### src/rtl/mii_base_r_encoder_if.sv
// MII-to-BASE-R encoder bus: the MII word going in and the encoded block going out.
// The master drives MII words and observes blocks; the slave is the encoder.
interface mii_base_r_encoder_if #(
    parameter int ERR_CNT_W = 16
);
    logic                 i_valid;
    logic [63:0]          i_txd;
    logic [7:0]           i_txc;
    logic                 o_valid;
    logic [65:0]          o_tx_block;
    logic [ERR_CNT_W-1:0] o_err_cnt;

    modport master (
        output i_valid, i_txd, i_txc,
        input  o_valid, o_tx_block, o_err_cnt
    );

    modport slave (
        input  i_valid, i_txd, i_txc,
        output o_valid, o_tx_block, o_err_cnt
    );
endinterface

### src/rtl/mii_base_r_encoder.sv
// 64b/66b BASE-R transmit encoder.
// Classifies each MII word as D, C, S, T or E, runs the transmit state machine
// and registers one 66-bit block per accepted word (1-cycle latency).
// Build option: define LANE4_START_EN to accept a lane-4 start word (type 0x33);
// without it that word encodes as an error block.
module mii_base_r_encoder #(
    parameter int         ERR_CNT_W  = 16,
    parameter logic [7:0] IDLE_CODE  = 8'h07,
    parameter logic [7:0] START_CODE = 8'hFB,
    parameter logic [7:0] EOF_CODE   = 8'hFD,
    parameter logic [7:0] ERROR_CODE = 8'hFE
) (
    input logic                 clk,
    input logic                 i_rst,
    mii_base_r_encoder_if.slave bus
);

    localparam logic [2:0] TX_INIT = 3'd0;
    localparam logic [2:0] TX_C    = 3'd1;
    localparam logic [2:0] TX_D    = 3'd2;
    localparam logic [2:0] TX_T    = 3'd3;
    localparam logic [2:0] TX_E    = 3'd4;

    localparam logic [2:0] CLS_D = 3'd0;
    localparam logic [2:0] CLS_C = 3'd1;
    localparam logic [2:0] CLS_S = 3'd2;
    localparam logic [2:0] CLS_T = 3'd3;
    localparam logic [2:0] CLS_E = 3'd4;

    localparam logic [7:0]  BT_C         = 8'h1E;
    localparam logic [65:0] IDLE_BLOCK   = {56'h0, BT_C, 2'b10};
    localparam logic [65:0] ERROR_BLOCK  = {{8{7'h1E}}, BT_C, 2'b10};

    logic [2:0]           state;
    logic [2:0]           state_nxt;
    logic [2:0]           cls;
    logic                 emit_err;
    logic [7:0]           lane_ctl_ok;
    logic [55:0]          ctl_codes;
    logic [7:0]           ctl_type;
    logic [55:0]          ctl_payload;
    logic                 tail_idle;
    logic [7:0]           t_mask;
    logic [65:0]          block_nxt;
    logic                 valid_q;
    logic [65:0]          block_q;
    logic [ERR_CNT_W-1:0] err_cnt;

    // Block type for a terminate in lane k.
    function automatic logic [7:0] t_type(input int k);
        case (k)
            0:       t_type = 8'h87;
            1:       t_type = 8'h99;
            2:       t_type = 8'hAA;
            3:       t_type = 8'hB4;
            4:       t_type = 8'hCC;
            5:       t_type = 8'hD2;
            6:       t_type = 8'hE1;
            default: t_type = 8'hFF;
        endcase
    endfunction

    // Translate each lane into its 7-bit control code and flag lanes that are idle/error.
    always_comb begin
        lane_ctl_ok = '0;
        ctl_codes   = '0;
        for (int k = 0; k < 8; k++) begin
            if (bus.i_txd[8*k +: 8] == IDLE_CODE) begin
                lane_ctl_ok[k]      = 1'b1;
                ctl_codes[7*k +: 7] = 7'h00;
            end else if (bus.i_txd[8*k +: 8] == ERROR_CODE) begin
                lane_ctl_ok[k]      = 1'b1;
                ctl_codes[7*k +: 7] = 7'h1E;
            end
        end
    end

    // Classify the word and build the control-block type and payload.
    always_comb begin
        cls         = CLS_E;
        ctl_type    = BT_C;
        ctl_payload = '0;
        tail_idle   = 1'b0;
        t_mask      = '0;
        if (bus.i_txc == 8'h00) begin
            cls = CLS_D;
        end else if (bus.i_txc == 8'hFF && (&lane_ctl_ok)) begin
            cls         = CLS_C;
            ctl_payload = ctl_codes;
        end else if (bus.i_txc == 8'h01 && bus.i_txd[7:0] == START_CODE) begin
            cls         = CLS_S;
            ctl_type    = 8'h78;
            ctl_payload = bus.i_txd[63:8];
        end
`ifdef LANE4_START_EN
        else if (bus.i_txc == 8'h1F && bus.i_txd[39:32] == START_CODE && (&lane_ctl_ok[3:0])) begin
            cls         = CLS_S;
            ctl_type    = 8'h33;
            ctl_payload = {bus.i_txd[63:40], 4'h0, ctl_codes[27:0]};
        end
`endif
        else begin
            for (int k = 0; k < 8; k++) begin
                t_mask    = 8'hFF << k;
                tail_idle = 1'b1;
                for (int j = k + 1; j < 8; j++) begin
                    if (bus.i_txd[8*j +: 8] != IDLE_CODE) begin
                        tail_idle = 1'b0;
                    end
                end
                if (bus.i_txc == t_mask && bus.i_txd[8*k +: 8] == EOF_CODE && tail_idle) begin
                    cls      = CLS_T;
                    ctl_type = t_type(k);
                    for (int j = 0; j < k; j++) begin
                        ctl_payload[8*j +: 8] = bus.i_txd[8*j +: 8];
                    end
                end
            end
        end
    end

    // Transmit state machine: any class not legal in the current state becomes an E block.
    always_comb begin
        state_nxt = TX_E;
        emit_err  = 1'b1;
        case (state)
            TX_INIT, TX_C, TX_T: begin
                if (cls == CLS_C) begin
                    state_nxt = TX_C;
                    emit_err  = 1'b0;
                end else if (cls == CLS_S) begin
                    state_nxt = TX_D;
                    emit_err  = 1'b0;
                end
            end
            TX_D: begin
                if (cls == CLS_D) begin
                    state_nxt = TX_D;
                    emit_err  = 1'b0;
                end else if (cls == CLS_T) begin
                    state_nxt = TX_T;
                    emit_err  = 1'b0;
                end
            end
            TX_E: begin
                if (cls == CLS_D) begin
                    state_nxt = TX_D;
                    emit_err  = 1'b0;
                end else if (cls == CLS_C) begin
                    state_nxt = TX_C;
                    emit_err  = 1'b0;
                end else if (cls == CLS_T) begin
                    state_nxt = TX_T;
                    emit_err  = 1'b0;
                end
            end
            default: begin
                state_nxt = TX_E;
                emit_err  = 1'b1;
            end
        endcase
    end

    // Select the outgoing block: error, data or control.
    always_comb begin
        if (emit_err) begin
            block_nxt = ERROR_BLOCK;
        end else if (cls == CLS_D) begin
            block_nxt = {bus.i_txd, 2'b01};
        end else begin
            block_nxt = {ctl_payload, ctl_type, 2'b10};
        end
    end

    // Register state, block and the saturating error counter on each accepted word.
    always_ff @(posedge clk or posedge i_rst) begin
        if (i_rst) begin
            state   <= TX_INIT;
            valid_q <= 1'b0;
            block_q <= IDLE_BLOCK;
            err_cnt <= '0;
        end else begin
            valid_q <= bus.i_valid;
            if (bus.i_valid) begin
                state   <= state_nxt;
                block_q <= block_nxt;
                if (emit_err && err_cnt != {ERR_CNT_W{1'b1}}) begin
                    err_cnt <= err_cnt + 1'b1;
                end
            end
        end
    end

    assign bus.o_valid    = valid_q;
    assign bus.o_tx_block = block_q;
    assign bus.o_err_cnt  = err_cnt;

endmodule

### src/flat_wrapper.sv
// flat-port wrapper written by rule: the top's interface ports become plain ports
module mii_base_r_encoder_flat 
#(
    parameter int         ERR_CNT_W  = 16,
    parameter logic [7:0] IDLE_CODE  = 8'h07,
    parameter logic [7:0] START_CODE = 8'hFB,
    parameter logic [7:0] EOF_CODE   = 8'hFD,
    parameter logic [7:0] ERROR_CODE = 8'hFE
)
  (clk, i_rst, bus_i_valid, bus_i_txd, bus_i_txc, bus_o_valid, bus_o_tx_block, bus_o_err_cnt);
  mii_base_r_encoder_if #(.ERR_CNT_W(ERR_CNT_W)) bus_i ();
  input logic clk;
  input logic i_rst;
  input wire logic [$bits(bus_i.i_valid)-1:0] bus_i_valid;
  input wire logic [$bits(bus_i.i_txd)-1:0] bus_i_txd;
  input wire logic [$bits(bus_i.i_txc)-1:0] bus_i_txc;
  output wire logic [$bits(bus_i.o_valid)-1:0] bus_o_valid;
  output wire logic [$bits(bus_i.o_tx_block)-1:0] bus_o_tx_block;
  output wire logic [$bits(bus_i.o_err_cnt)-1:0] bus_o_err_cnt;
  assign bus_i.i_valid = bus_i_valid;
  assign bus_i.i_txd = bus_i_txd;
  assign bus_i.i_txc = bus_i_txc;
  assign bus_o_valid = bus_i.o_valid;
  assign bus_o_tx_block = bus_i.o_tx_block;
  assign bus_o_err_cnt = bus_i.o_err_cnt;
  mii_base_r_encoder #(.ERR_CNT_W(ERR_CNT_W), .IDLE_CODE(IDLE_CODE), .START_CODE(START_CODE), .EOF_CODE(EOF_CODE), .ERROR_CODE(ERROR_CODE)) u_core (.clk(clk), .i_rst(i_rst), .bus(bus_i));
endmodule
### config.mk
export PLATFORM = sky130hd
export DESIGN_NAME = mii_base_r_encoder_flat
export DESIGN_NICKNAME = d
export VERILOG_FILES = /design/src/rtl/mii_base_r_encoder_if.sv /design/src/rtl/mii_base_r_encoder.sv /design/src/flat_wrapper.sv
export SDC_FILE = /design/constraint.sdc
export NUM_CORES = 1
export LEC_CHECK = 0
export ABC_AREA = 1
export ABC_CLOCK_PERIOD_IN_PS = 2550
export BUFFER_PORTS_ARGS = -buffer_cell sky130_fd_sc_hd__buf_4
export CAP_MARGIN = 10
export CORE_MARGIN = 1.5
export CORE_UTILIZATION = 45
export CTS_CLUSTER_DIAMETER = 150
export DETAILED_ROUTE_END_ITERATION = 12
export GPL_TIMING_DRIVEN = 0
export PLACE_DENSITY = 0.78
export RECOVER_POWER = 50
export SYNTH_ARGS = -nofsm -noshare
export SYNTH_HDL_FRONTEND = slang
export SYNTH_SLANG_ARGS = --single-unit
### constraint.sdc
create_clock -name clk -period 2.55 [get_ports clk]
set_input_delay 0.3825 -clock clk [delete_from_list [all_inputs] [get_ports clk]]
set_output_delay 0.3825 -clock clk [all_outputs]
set_load 0.02 [all_outputs]
==> flow_metrics.env <==
export IMPL_grt_pass1_vias=6628
export IMPL_rsz0062_at_grt="false"
export IMPL_synth_seq_area_share=0.330
export IMPL_worst_hold_slack_ns=0.132
export IMPL_die_h_um=123
export IMPL_cts_root_buffer="clkbuf_16"
export IMPL_async_reset_ff_frac=1.00
export IMPL_crit_required_ns=2.78
export IMPL_endpoint="u_core.bus.o_tx_block[36]"
export IMPL_drtAntennaViolNets=0
export IMPL_synth_area_per_cell_um2=6.30
export IMPL_core_mm2=0.0140
export IMPL_portBuffers=157
export IMPL_worstHoldPathType="input pin to async pin"
export IMPL_slew_headroom=0.0108
export IMPL_power_per_cell_area_mw_per_mm2=509
export IMPL_syn_nets=1112
export IMPL_vias=7531
export IMPL_outcome="completed"
export IMPL_ff2ff_path_depth=7
export IMPL_cp_startpoint="bus_i_txc[4]"
export IMPL_clk_path_buf_depth=2
export IMPL_instances_no_fill=1391
export IMPL_antenna_found_initial=0
export IMPL_clock_sinks=86
export IMPL_ys_warn_count=0
export IMPL_path_max_fanout=10
export IMPL_synth_edf_count=0
export IMPL_end_kind="register"
export IMPL_drc_errors=0
export IMPL_post_cts_buffers=0
export IMPL_layout_commonest_cell="nand2_1"
export IMPL_grtUsageTotal=0.304
export IMPL_viasPerCell=5.41
export IMPL_dr_pass1_iters=8
export IMPL_place_congestion=1.00
export IMPL_worstSetupStartpointType="input pin"
export IMPL_routed_wl_um=22700
export IMPL_cts_htree_levels=3
export IMPL_hold_violations=0
export IMPL_ys_flop_type="dfrtp_1"
export IMPL_ios=158
export IMPL_dieArea_mm2=0.0152
export IMPL_final_cell_mix="303 x nand2_1, 207 x nor2_1, 116 x buf_4"
export IMPL_synth_cell_types=45
export IMPL_syn_cell_area_mm2=0.00653
export IMPL_cts_tree="yes"
export IMPL_row_count=43
export IMPL_dr_first_iter_drc_count=880
export IMPL_period_share=0.939
export IMPL_cts_buffers=9
export IMPL_grt_remaining_overflow=0
export IMPL_ys_seq_elements=86
export IMPL_peakVddDrop_mv=0.269
export IMPL_clock_latency_ns=0.35
export IMPL_synthCells=1036
export IMPL_grt_first_pass_wirelength_um=35100
export IMPL_fin_crit_ns=2.39
export IMPL_place_inst=1375
export IMPL_die_w_um=123
export IMPL_nNetsFinal=1282
export IMPL_setup_viol=0
export IMPL_initial_core_util=0.465
export IMPL_worst_r2r_setup_slack_ns=0.39
export IMPL_area_growth_pct=24.4
export IMPL_drv_slew=0
export IMPL_path_class="input pin to register"
export IMPL_drive_above_1_share=0.175
export IMPL_clock_skew_ns=0.0113
export IMPL_n_antenna_cell=0
export IMPL_grt_max_degree=42
export IMPL_p_leak_nw=4.08
export IMPL_dp_hpwl_um=18300
export IMPL_worstPathArrival_ns=2.62
export IMPL_cap_violations=0
export IMPL_timing_fmax_ghz=0.418
export IMPL_clk_pin_slew_ns=0.06
export IMPL_setup_tns_ns=0
export IMPL_total_power_mw=4.14
export IMPL_drt_wirelength_per_cell_um=16.3
export IMPL_final_util=0.579
export IMPL_worst_pin_slew_ns=1.48
export IMPL_rr_startpoint="u_core.bus.o_err_cnt[0]"
export IMPL_r2r_end="u_core.bus.o_err_cnt[2]"
power breakdown:
group | total, mW | internal, mW | switching (mW)
combinational | 1.08 | 0.392 | 0.687
sequential | 1.64 | 1.52 | 0.122
clock | 1.42 | 0.859 | 0.563
routing by layer:
metal,vias up,global-route usage,wire (um)
met5,-,0,0
met4,0,0.104,766
met1,3501,0.429,10100
met2,346,0.481,10200
met3,52,0.0387,1650
li1,3632,-,-
cell usage after synthesis, types with 3 or more instances:
library cell  number  area share
nand3_2            3      0.0046
a31oi_1            8      0.0077
inv_1            105       0.060
nor2_1           208        0.12
nand3_1           96       0.074
nand4_1           15       0.014
nor2_2             6      0.0057
xor2_1             8       0.011
a21oi_1           10      0.0077
buf_2              3      0.0023
nand2_1          303        0.17
o21ai_2           22       0.030
dfstp_2            5       0.020
nand3b_1           3      0.0034
o21bai_1           5      0.0057
dfrtp_1           81        0.31
nand2_2            5      0.0048
inv_2              3      0.0017
clkbuf_1          25       0.014
buf_6              5      0.0086
nor3_1            15       0.011
nor4_1             4      0.0038
nor2_4             5      0.0086
o211ai_1           4      0.0046
or2_2              5      0.0048
nand2_4            6       0.010
xnor2_1            6      0.0080
o21ai_0           52       0.040
worst min path at each step:
stage and to:
2_1_floorplan u_core.bus.o_valid, 3_3_place_gp u_core.bus.o_tx_block[1], 3_5_place_dp u_core.bus.o_tx_block[63], 4_1_cts u_core.bus.o_tx_block[63], 5_1_grt u_core.bus.o_valid, 6_report u_core.bus.o_tx_block[63]
state kept, by name (all words and copies together), names as in the netlist:
signal	flops
u_core.bus.o_tx_block	66
u_core.state	3
u_core.bus.o_valid	1
u_core.bus.o_err_cnt	16
through the flow:
step / setup WS (ns) / instance area (um2)
final: 0.155 / 8130
after floorplan: 0.505 / 6540
after global routing: 0.0200 / 8130
after detailed placement: -0.251 / 7980
after global placement: -0.235 / 7940
after CTS: 0.116 / 8300
kinds of logic (layout without fill, tap and decap cells):
| family | count (synthesis) | after routing | share of synthesized area |
|---|---|---|---|
| buffers and inverters | 145 | 320 | 0.0925 |
| AOI/OAI and AO/OA | 110 | 110 | 0.105 |
| xor gates and xnor gates | 14 | 14 | 0.0188 |
| adders and majority gates | 1 | 1 | 0.00192 |
| and+or+nand+nor | 680 | 680 | 0.451 |
| DFF | 86 | 86 | 0.330 |
layout make-up:
class                      count  area (um2)
clock inverter                 6        87.6
inverter                     109         410
fill                        1430        5910
clock buffer                  10         229
sequential                    86        2160
buffer                        36         195
timing repair buffer         159        1040
tap                          180         225
multi-input combinational    805        3780
worst max-delay path, cell delays in order:
cell	delay, ns
buf_4	0.12
nor2_1	0.23
nand2_1	0.17
nor2_2	0.21
inv_1	0.17
nand2_1	0.25
inv_1	0.10
buf_2	0.21
clkbuf_1	0.29
a31oi_1	0.39
o21ai_2	0.09
repair_timing:
| action | in CTS | in global routing |
|---|---|---|
| gates resized for setup | 0 | 4 |
| hold buffers | 0 | 0 |
| setup endpoints to repair | 0 | 21 |
(Power assumes the default switching activity.)
